## src/rtl/hazard_ctrl_pkg.sv

```systemverilog
// Shared types and helpers for the pipeline hazard sequencer.
package hazard_ctrl_pkg;

  localparam int unsigned REG_W  = 5;
  localparam int unsigned WCNT_W = 8;

  typedef enum logic [1:0] {
    ST_RUN  = 2'b00,
    ST_WAIT = 2'b10
  } haz_state_e;

  // Stage-register control bundle, one field per output.
  typedef struct packed {
    logic pc_wr;
    logic pc_sel_br;
    logic ifid_wr;
    logic ifid_flush;
    logic idex_wr;
    logic idex_bubble;
    logic exmem_wr;
    logic exmem_bubble;
  } haz_ctl_t;

  localparam haz_ctl_t CTL_RESET = '{pc_wr: 1'b0, pc_sel_br: 1'b0, ifid_wr: 1'b0, ifid_flush: 1'b1,
                                     idex_wr: 1'b0, idex_bubble: 1'b1, exmem_wr: 1'b0, exmem_bubble: 1'b1};
  localparam haz_ctl_t CTL_NORMAL = '{pc_wr: 1'b1, pc_sel_br: 1'b0, ifid_wr: 1'b1, ifid_flush: 1'b0,
                                      idex_wr: 1'b1, idex_bubble: 1'b0, exmem_wr: 1'b1, exmem_bubble: 1'b0};
  localparam haz_ctl_t CTL_FREEZE = '{pc_wr: 1'b0, pc_sel_br: 1'b0, ifid_wr: 1'b0, ifid_flush: 1'b0,
                                      idex_wr: 1'b0, idex_bubble: 1'b0, exmem_wr: 1'b0, exmem_bubble: 1'b0};
  localparam haz_ctl_t CTL_BRANCH = '{pc_wr: 1'b1, pc_sel_br: 1'b1, ifid_wr: 1'b1, ifid_flush: 1'b1,
                                      idex_wr: 1'b1, idex_bubble: 1'b1, exmem_wr: 1'b1, exmem_bubble: 1'b1};
  localparam haz_ctl_t CTL_LOADUSE = '{pc_wr: 1'b0, pc_sel_br: 1'b0, ifid_wr: 1'b0, ifid_flush: 1'b0,
                                       idex_wr: 1'b1, idex_bubble: 1'b1, exmem_wr: 1'b1, exmem_bubble: 1'b0};

  // Saturating increment for the wait counter.
  function automatic logic [WCNT_W-1:0] sat_inc_wcnt(input logic [WCNT_W-1:0] v);
    return (v == '1) ? v : v + WCNT_W'(1);
  endfunction

endpackage

```

## src/rtl/hazard_cmp.sv

```systemverilog
// Load-use comparator: EX load destination against the ID source registers, r0 excluded.
module hazard_cmp
  import hazard_ctrl_pkg::*;
(
  input  logic [REG_W-1:0] id_rs,
  input  logic [REG_W-1:0] id_rt,
  input  logic             id_uses_rt,
  input  logic [REG_W-1:0] ex_rt,
  input  logic             ex_MemtoReg,
  input  logic             ex_RegWr,
  output logic             load_use_c
);

  logic rs_hit;
  logic rt_hit;

  assign rs_hit     = (ex_rt == id_rs);
  assign rt_hit     = id_uses_rt & (ex_rt == id_rt);
  assign load_use_c = ex_MemtoReg & ex_RegWr & (ex_rt != '0) & (rs_hit | rt_hit);

endmodule

```

## src/rtl/hazard_ctrl.sv

```systemverilog
// Pipeline sequencer: load-use stalls, branch redirects (resolved in MEM) and
// data-memory busy freezes for the 5-stage CPU. Outputs are Mealy decodes.
// Optional feature macro: HAZ_STATS_EN adds stall_cnt / flush_cnt statistics outputs.
module hazard_ctrl
  import hazard_ctrl_pkg::*;
#(
  parameter int unsigned MEM_TIMEOUT = 15,
  parameter int unsigned CNT_W       = 16
) (
  input  logic             clk,
  input  logic             rst,
  input  logic [REG_W-1:0] id_rs,
  input  logic [REG_W-1:0] id_rt,
  input  logic             id_uses_rt,
  input  logic [REG_W-1:0] ex_rt,
  input  logic             ex_MemtoReg,
  input  logic             ex_RegWr,
  input  logic             br_taken,
  input  logic             mem_busy,
  output logic             pc_wr,
  output logic             pc_sel_br,
  output logic             ifid_wr,
  output logic             ifid_flush,
  output logic             idex_wr,
  output logic             idex_bubble,
  output logic             exmem_wr,
  output logic             exmem_bubble,
  output logic [1:0]       state,
  output logic             timeout_err
`ifdef HAZ_STATS_EN
  ,
  output logic [CNT_W-1:0] stall_cnt,
  output logic [CNT_W-1:0] flush_cnt
`endif
);

  // Parameter sanity at elaboration.
  if (MEM_TIMEOUT < 1 || MEM_TIMEOUT > 255) begin : g_bad_timeout
    $error("hazard_ctrl: MEM_TIMEOUT must be 1..255");
  end
  if (CNT_W < 1) begin : g_bad_cnt_w
    $error("hazard_ctrl: CNT_W must be at least 1");
  end

  haz_state_e        state_q, state_d;
  logic              br_pend_q, br_pend_d;
  logic [WCNT_W-1:0] wait_cnt_q, wait_cnt_d;
  logic              timeout_q, timeout_d;
  logic              load_use_c;
  logic              branch_c;
  haz_ctl_t          ctl_c;

  hazard_cmp u_cmp (
    .id_rs       (id_rs),
    .id_rt       (id_rt),
    .id_uses_rt  (id_uses_rt),
    .ex_rt       (ex_rt),
    .ex_MemtoReg (ex_MemtoReg),
    .ex_RegWr    (ex_RegWr),
    .load_use_c  (load_use_c)
  );

  assign branch_c = br_taken | br_pend_q;

  // State, pending branch, wait counter and sticky timeout registers.
  always_ff @(posedge clk or posedge rst) begin
    if (rst) begin
      state_q    <= ST_RUN;
      br_pend_q  <= 1'b0;
      wait_cnt_q <= '0;
      timeout_q  <= 1'b0;
    end else begin
      state_q    <= state_d;
      br_pend_q  <= br_pend_d;
      wait_cnt_q <= wait_cnt_d;
      timeout_q  <= timeout_d;
    end
  end

  // Next-state and Mealy output decode; a non-busy WAIT cycle behaves exactly like RUN.
  always_comb begin
    state_d    = state_q;
    br_pend_d  = br_pend_q;
    wait_cnt_d = wait_cnt_q;
    timeout_d  = timeout_q;
    ctl_c      = CTL_NORMAL;

    if (mem_busy) begin
      ctl_c      = CTL_FREEZE;
      state_d    = ST_WAIT;
      wait_cnt_d = (state_q == ST_WAIT) ? sat_inc_wcnt(wait_cnt_q) : WCNT_W'(1);
      if (br_taken) begin
        br_pend_d = 1'b1;
      end
      if (wait_cnt_d == WCNT_W'(MEM_TIMEOUT)) begin
        timeout_d = 1'b1;
      end
    end else begin
      state_d    = ST_RUN;
      wait_cnt_d = '0;
      if (branch_c) begin
        ctl_c     = CTL_BRANCH;
        br_pend_d = 1'b0;
      end else if (load_use_c) begin
        ctl_c = CTL_LOADUSE;
      end
    end

    if (rst) begin
      ctl_c = CTL_RESET;
    end
  end

  assign pc_wr        = ctl_c.pc_wr;
  assign pc_sel_br    = ctl_c.pc_sel_br;
  assign ifid_wr      = ctl_c.ifid_wr;
  assign ifid_flush   = ctl_c.ifid_flush;
  assign idex_wr      = ctl_c.idex_wr;
  assign idex_bubble  = ctl_c.idex_bubble;
  assign exmem_wr     = ctl_c.exmem_wr;
  assign exmem_bubble = ctl_c.exmem_bubble;
  assign state        = state_q;
  assign timeout_err  = timeout_q;

`ifdef HAZ_STATS_EN
  logic stall_evt_c;
  logic flush_evt_c;

  assign stall_evt_c = mem_busy | (~branch_c & load_use_c);
  assign flush_evt_c = ~mem_busy & branch_c;

  // Saturating statistics counters for stall/freeze and branch-flush cycles.
  always_ff @(posedge clk or posedge rst) begin
    if (rst) begin
      stall_cnt <= '0;
      flush_cnt <= '0;
    end else begin
      if (stall_evt_c && (stall_cnt != '1)) begin
        stall_cnt <= stall_cnt + CNT_W'(1);
      end
      if (flush_evt_c && (flush_cnt != '1)) begin
        flush_cnt <= flush_cnt + CNT_W'(1);
      end
    end
  end
`endif

endmodule
```

## config.mk

```make
export PLATFORM = sky130hd
export DESIGN_NAME = hazard_ctrl
export DESIGN_NICKNAME = d
export VERILOG_FILES = /design/src/rtl/hazard_ctrl_pkg.sv /design/src/rtl/hazard_cmp.sv /design/src/rtl/hazard_ctrl.sv
export SDC_FILE = /design/constraint.sdc
export NUM_CORES = 1
export LEC_CHECK = 0
export CAP_MARGIN = 30
export CORE_MARGIN = 2
export CORE_UTILIZATION = 25
export DETAILED_ROUTE_END_ITERATION = 7
export GPL_TIMING_DRIVEN = 0
export PLACE_DENSITY = 0.59
export SETUP_SLACK_MARGIN = 0.05
export SYNTH_ARGS = -nofsm -noshare
export SYNTH_HDL_FRONTEND = slang
export SYNTH_SLANG_ARGS = --single-unit
```

## constraint.sdc

```tcl
create_clock -name clk -period 1.95 [get_ports clk]
set_clock_uncertainty 0.1 [all_clocks]
set_input_delay 0.2925 -clock clk [delete_from_list [all_inputs] [get_ports clk]]
set_output_delay 0.2925 -clock clk [all_outputs]
set_load 0.03 [all_outputs]
```

# Yosys cells after proc, flatten, opt, wreduce, memory -nomap -nowiden

Index checks and enable logic that the tools add are counted.

Bits in registers: 12
Input port bits: 22
Output and inout bits: 11
Logic and storage cells: 32

Add/subtract/negate cells: 1
Equal/unequal tests: 6
Multiplexer cells: 11
Bitwise operators: 6
Reduce and logical (&&, ||, !) cells: 4

Operators by type and width:

| operator              | number |
|---|---|
| $mux W8               | 7 |
| $eq A5 B5 Y1          | 2 |
| $add A8 B1 Y8 const B | 1 |
| $eq A8 B4 Y1 const B  | 1 |
| $eq A8 B8 Y1 const B  | 1 |
| $reduce_bool A5 Y1    | 1 |
| $and A1 B1 Y1         | 4 |
| $reduce_and A2 Y1     | 2 |
| $mux W1               | 3 |
| $eq A2 B2 Y1 const B  | 1 |
| $mux W2               | 1 |
| $ne A2 B2 Y1 const B  | 1 |
| $or A1 B1 Y1          | 2 |
| $reduce_bool A2 Y1    | 1 |

# Depth between registers and ports, before layout

Depth after elaboration: 8
Depth in mapped cells: 5

# By module

Synthesis repeated with hierarchy kept, for this count alone.

Cells, all modules: 87
Area, all modules: 774.5 µm²

Modules (own cells, without submodules):

| module      | times used | cells an instance | area each (µm²) |
|---|---|---|---|
| hazard_ctrl | 1          | 70                | 640.6 |
| hazard_cmp  | 1          | 17                | 133.9 |

# Worst setup path before layout

OpenSTA, ideal clock, no wires.

Path type: reg2out
Start: register br_pend_q
End: output port idex_bubble
Arrival time: 1.549 ns
Slack: 0.008 ns
Stages on the path, launching flop included: 4
Path buffers: 0
Cell sequence: dfrtp_1 > nor2_1 > o21ai_0 > o21bai_1

Cells in the longest elaborated chain, start to end: 4

RTL lines:

| element                | line               | source |
|---|---|---|
| start, declared        | hazard_ctrl.sv:46  | `logic br_pend_q, br_pend_d;` |
| start signal, assigned | hazard_ctrl.sv:74  | `br_pend_q <= br_pend_d;` |
| $or A1 B1 Y1           | hazard_ctrl.sv:63  | `assign branch_c = br_taken \| br_pend_q;` |
| $mux W8                | hazard_ctrl.sv:101 | `if (branch_c) begin` |
| $mux W8                | hazard_ctrl.sv:88  | `if (mem_busy) begin` |
| $mux W8                | hazard_ctrl.sv:109 | `if (rst) begin` |
| end, declared          | hazard_ctrl.sv:25  | `output logic idex_bubble,` |

Every way passes these cells.

# Worst setup path after layout

Start: input port id_rs[2]
End: output port pc_wr

Cells in the longest elaborated chain, start to end: 7

RTL lines:

| element         | line               | source |
|---|---|---|
| start, declared | hazard_ctrl.sv:12  | `input logic [REG_W-1:0] id_rs,` |
| $eq A5 B5 Y1    | hazard_cmp.sv:17   | `assign rs_hit = (ex_rt == id_rs);` |
| $or A1 B1 Y1    | hazard_cmp.sv:19   | `assign load_use_c = ex_MemtoReg & ex_RegWr & (ex_rt != '0) & (rs_hit \| rt_hit);` |
| $and A1 B1 Y1   | hazard_cmp.sv:19   |  |
| $mux W8         | hazard_ctrl.sv:104 | `end else if (load_use_c) begin` |
| $mux W8         | hazard_ctrl.sv:101 |  |
| $mux W8         | hazard_ctrl.sv:88  |  |
| $mux W8         | hazard_ctrl.sv:109 |  |
| end, declared   | hazard_ctrl.sv:20  | `output logic pc_wr,` |

Every way passes these cells.

==> flow_summary.yaml <==
floorplan:
  row_count: 20
  fp.dieH_um: 59.7
  die_w_um: 59.7
  dieArea_um2: 3560
  start_util_pct: 25.8
  pin_count: 33
  core-area_um2: 3000
final_layout:
  drive_gt1_share_pct: 32.3
  nets: 148
  area_growth_pct: 54.7
  fill_cells: 318
  antenna_cells: 0
yosys:
  yosysTopAreaCell: "dfrtp_1"
  synth_warnings: 0
  ys.flop_type: "dfrtp_1"
  synthesis.nets: 110
  ys_types: 33
  syn_area_per_cell_um2: 8.92
  syn-cell-area_um2: 776
  synth_top_cell_area_share_pct: 35.5
  ys_ff_latch: 11
  yosys-top-cells-count: "12 x xor2_1, 11 x dfrtp_1, 9 x nor2_1"
  synth_edf_count: 0
  synth-seq-area-share_pct: 35.5
  syn_inst: 87
  yosys-top-cells-area: "dfrtp_1 35%, xor2_1 14%, buf_4 4.8%"
  post-synth-top-count-cell: "xor2_1"
  async_reset_ff_share_pct: 100
power:
  report.power.total_mw: 0.551
  leakagePower_nw: 0.544
  power.density_nw_per_um2: 460
  worst_ir_drop_vdd_uv: 173
timing:
  grt_setup_unrepaired: "true"
  min_period_ps: 1980
  hold_violations: 0
  drv_slew: 0
  fin_tns_setup_ps: -32.0
  timing.fmax_ghz: 0.505
  fin_ws_ps: -32.0
  layout_worst_path_cycle_share_pct: 102
  finalSetupViolations: 1
global_route:
  grt_pass1_wl_um: 3420
  grt_max_degree: 12
  gr-total-overflow: 0
  first_global_vias: 835
  grt_antenna_before_repair: 0
  grt_use_total_pct: 12.7
clock_network:
  htreeDepth: 1
  cts_sinks: 11
  root_buffer: "clkbuf_4"
  cts_max_path_buffers: 2
  cts_tree: "done"
  clkSlewWorstSetupHoldPaths_ps: 80
  cts_buffers: 3
  insertion_delay_ps: 270
worst_setup_path:
  setup.worst_path.class: "input pin to output port"
  end_kind: "output port"
  crit_start: "id_rs[2]"
  cp.depth: 7
  cp_slowest_cell: "o31a_1"
  r2r_start: "wait_cnt_q[0]"
  crit_family: "buffers and inverters"
  reg2reg_setup_slack_ps: 250
  rr_worst_depth: 5
  arrival_ps: 1590
  r2r_end: "timeout_err"
  crit_buf_inv: 3
  slowest_delay_ps: 350
  path_cells: "dlygate4sd2_1, xor2_1, nor3_1, a32oi_1, o31a_1, buf_4, buf_6"
  path_max_fanout: 2
  cp.required_ps: 1560
  endpoint: "pc_wr"
  startpoint_type: "input pin"
min_path:
  hp-class: "input pin to async pin"
drt:
  routed_wl_um: 2010
  drt_iter0_markers: 23
  ant_nets: 0
  num_vias: 786
  drt-pass1-iter-count: 4
  wl_per_cell_um: 12.8
  drcViolationCount: 0
  avgViaCountPerCell: 5.01
place:
  gp_congestion: 0.884
  dp_hpwl_um: 1530
  portBuffers: 31
status:
  violations: "setup timing"
  outcome: "finished with violations"
flow_run:
  cap_violations: 0
[report_power, final]
part           switching, mW  total, mW  internal (mW)
logic                 0.0782      0.153         0.0745
clock network         0.0834      0.159         0.0760
registers            0.00635      0.239          0.233
[tightest hold or removal path: cells and delay by family]
| family | cells | cell delay (ps) |
|---|---|---|
| buffers and inverters | 3 | 440 |
[sequential cells by signal, indices dropped and copies added, names as in the netlist]
name,cells
timeout_err,1
br_pend_q,1
wait_cnt_q,8
state,1
[worst min-delay path by stage]
stage	start	endpoint	slack [ps]
final	rst	wait_cnt_q[0]	3
after global routing	rst	state[1]	10
after CTS	mem_busy	state[1]	310
after detailed placement	timeout_err	timeout_err	350
after global placement	timeout_err	timeout_err	350
after floorplan	rst	br_pend_q	50
[final cells by class]
cell class	count	area, um2	area share, %
Inverter	3	15.0	1.25
Sequential cell	11	275	22.9
Multi-Input combinational cell	67	505	42.1
Clock inverter	1	5.00	0.417
Tap cell	33	41.3	3.44
Timing Repair Buffer	33	293	24.4
Buffer	6	42.5	3.55
Clock buffer	3	22.5	1.88
[cells by family after synthesis]
| group | count (synthesis) | synth area share (%) |
|---|---|---|
| XOR/XNOR | 13 | 14.7 |
| AND/OR/NAND/NOR | 35 | 23.9 |
| flip-flops | 11 | 35.5 |
| AO/OA/AOI/OAI | 17 | 16.9 |
| other | 1 | 0.483 |
| buffers and inverters | 9 | 6.94 |
| adder cells (fa/ha/maj) | 1 | 1.61 |
[per-stage QoR]
step | std cells | hold WS, ps | area, um2 | util (%) | worst slack, ps
2_1_floorplan | 87 | 51.8 | 776 | - | 80.7
3_3_place_gp | 151 | 349 | 1130 | 37.5 | -901
3_5_place_dp | 151 | 348 | 1130 | 37.5 | -912
4_1_cts | 156 | 310 | 1150 | 38.4 | -32.4
5_1_grt | 157 | 10.1 | 1200 | 40.0 | -89.0
6_report | 157 | 3.47 | 1200 | 40.0 | -32.0
[routing by layer]
metal  part of all wire [%]  vias up  global-route usage [%]
met5                      0        -                       0
met4                   0.90        0                    5.08
met3                    9.7        2                    5.84
met2                     47       38                    21.1
met1                     42      367                    13.9
li1                       -      379                       -
[timing repair]
item                       in CTS  in global routing
buffers inserted                1                  1
setup endpoints to repair       8                  6
gates resized for setup        70                 17
pin swaps                       9                  7
hold buffers                    0                  0
[cell usage in the layout, fill, tap and decap left out, drive strengths merged, types with 2 or more instances in the layout]
cell type / count
o41ai: 2
nor4: 2
nand4: 2
clkbuf: 4
o21bai: 2
a31oi: 3
a21oi: 3
clkdlybuf4s50: 6
buf: 18
dlygate4sd2: 8
o21ai: 2
dfrtp: 11
nor3: 6
nand2: 6
and3: 2
dlymetal6s2s: 2
clkdlybuf4s15: 3
inv: 2
xor2: 12
nor2: 9
nand3: 3
Power figures use the tool's default switching activity.
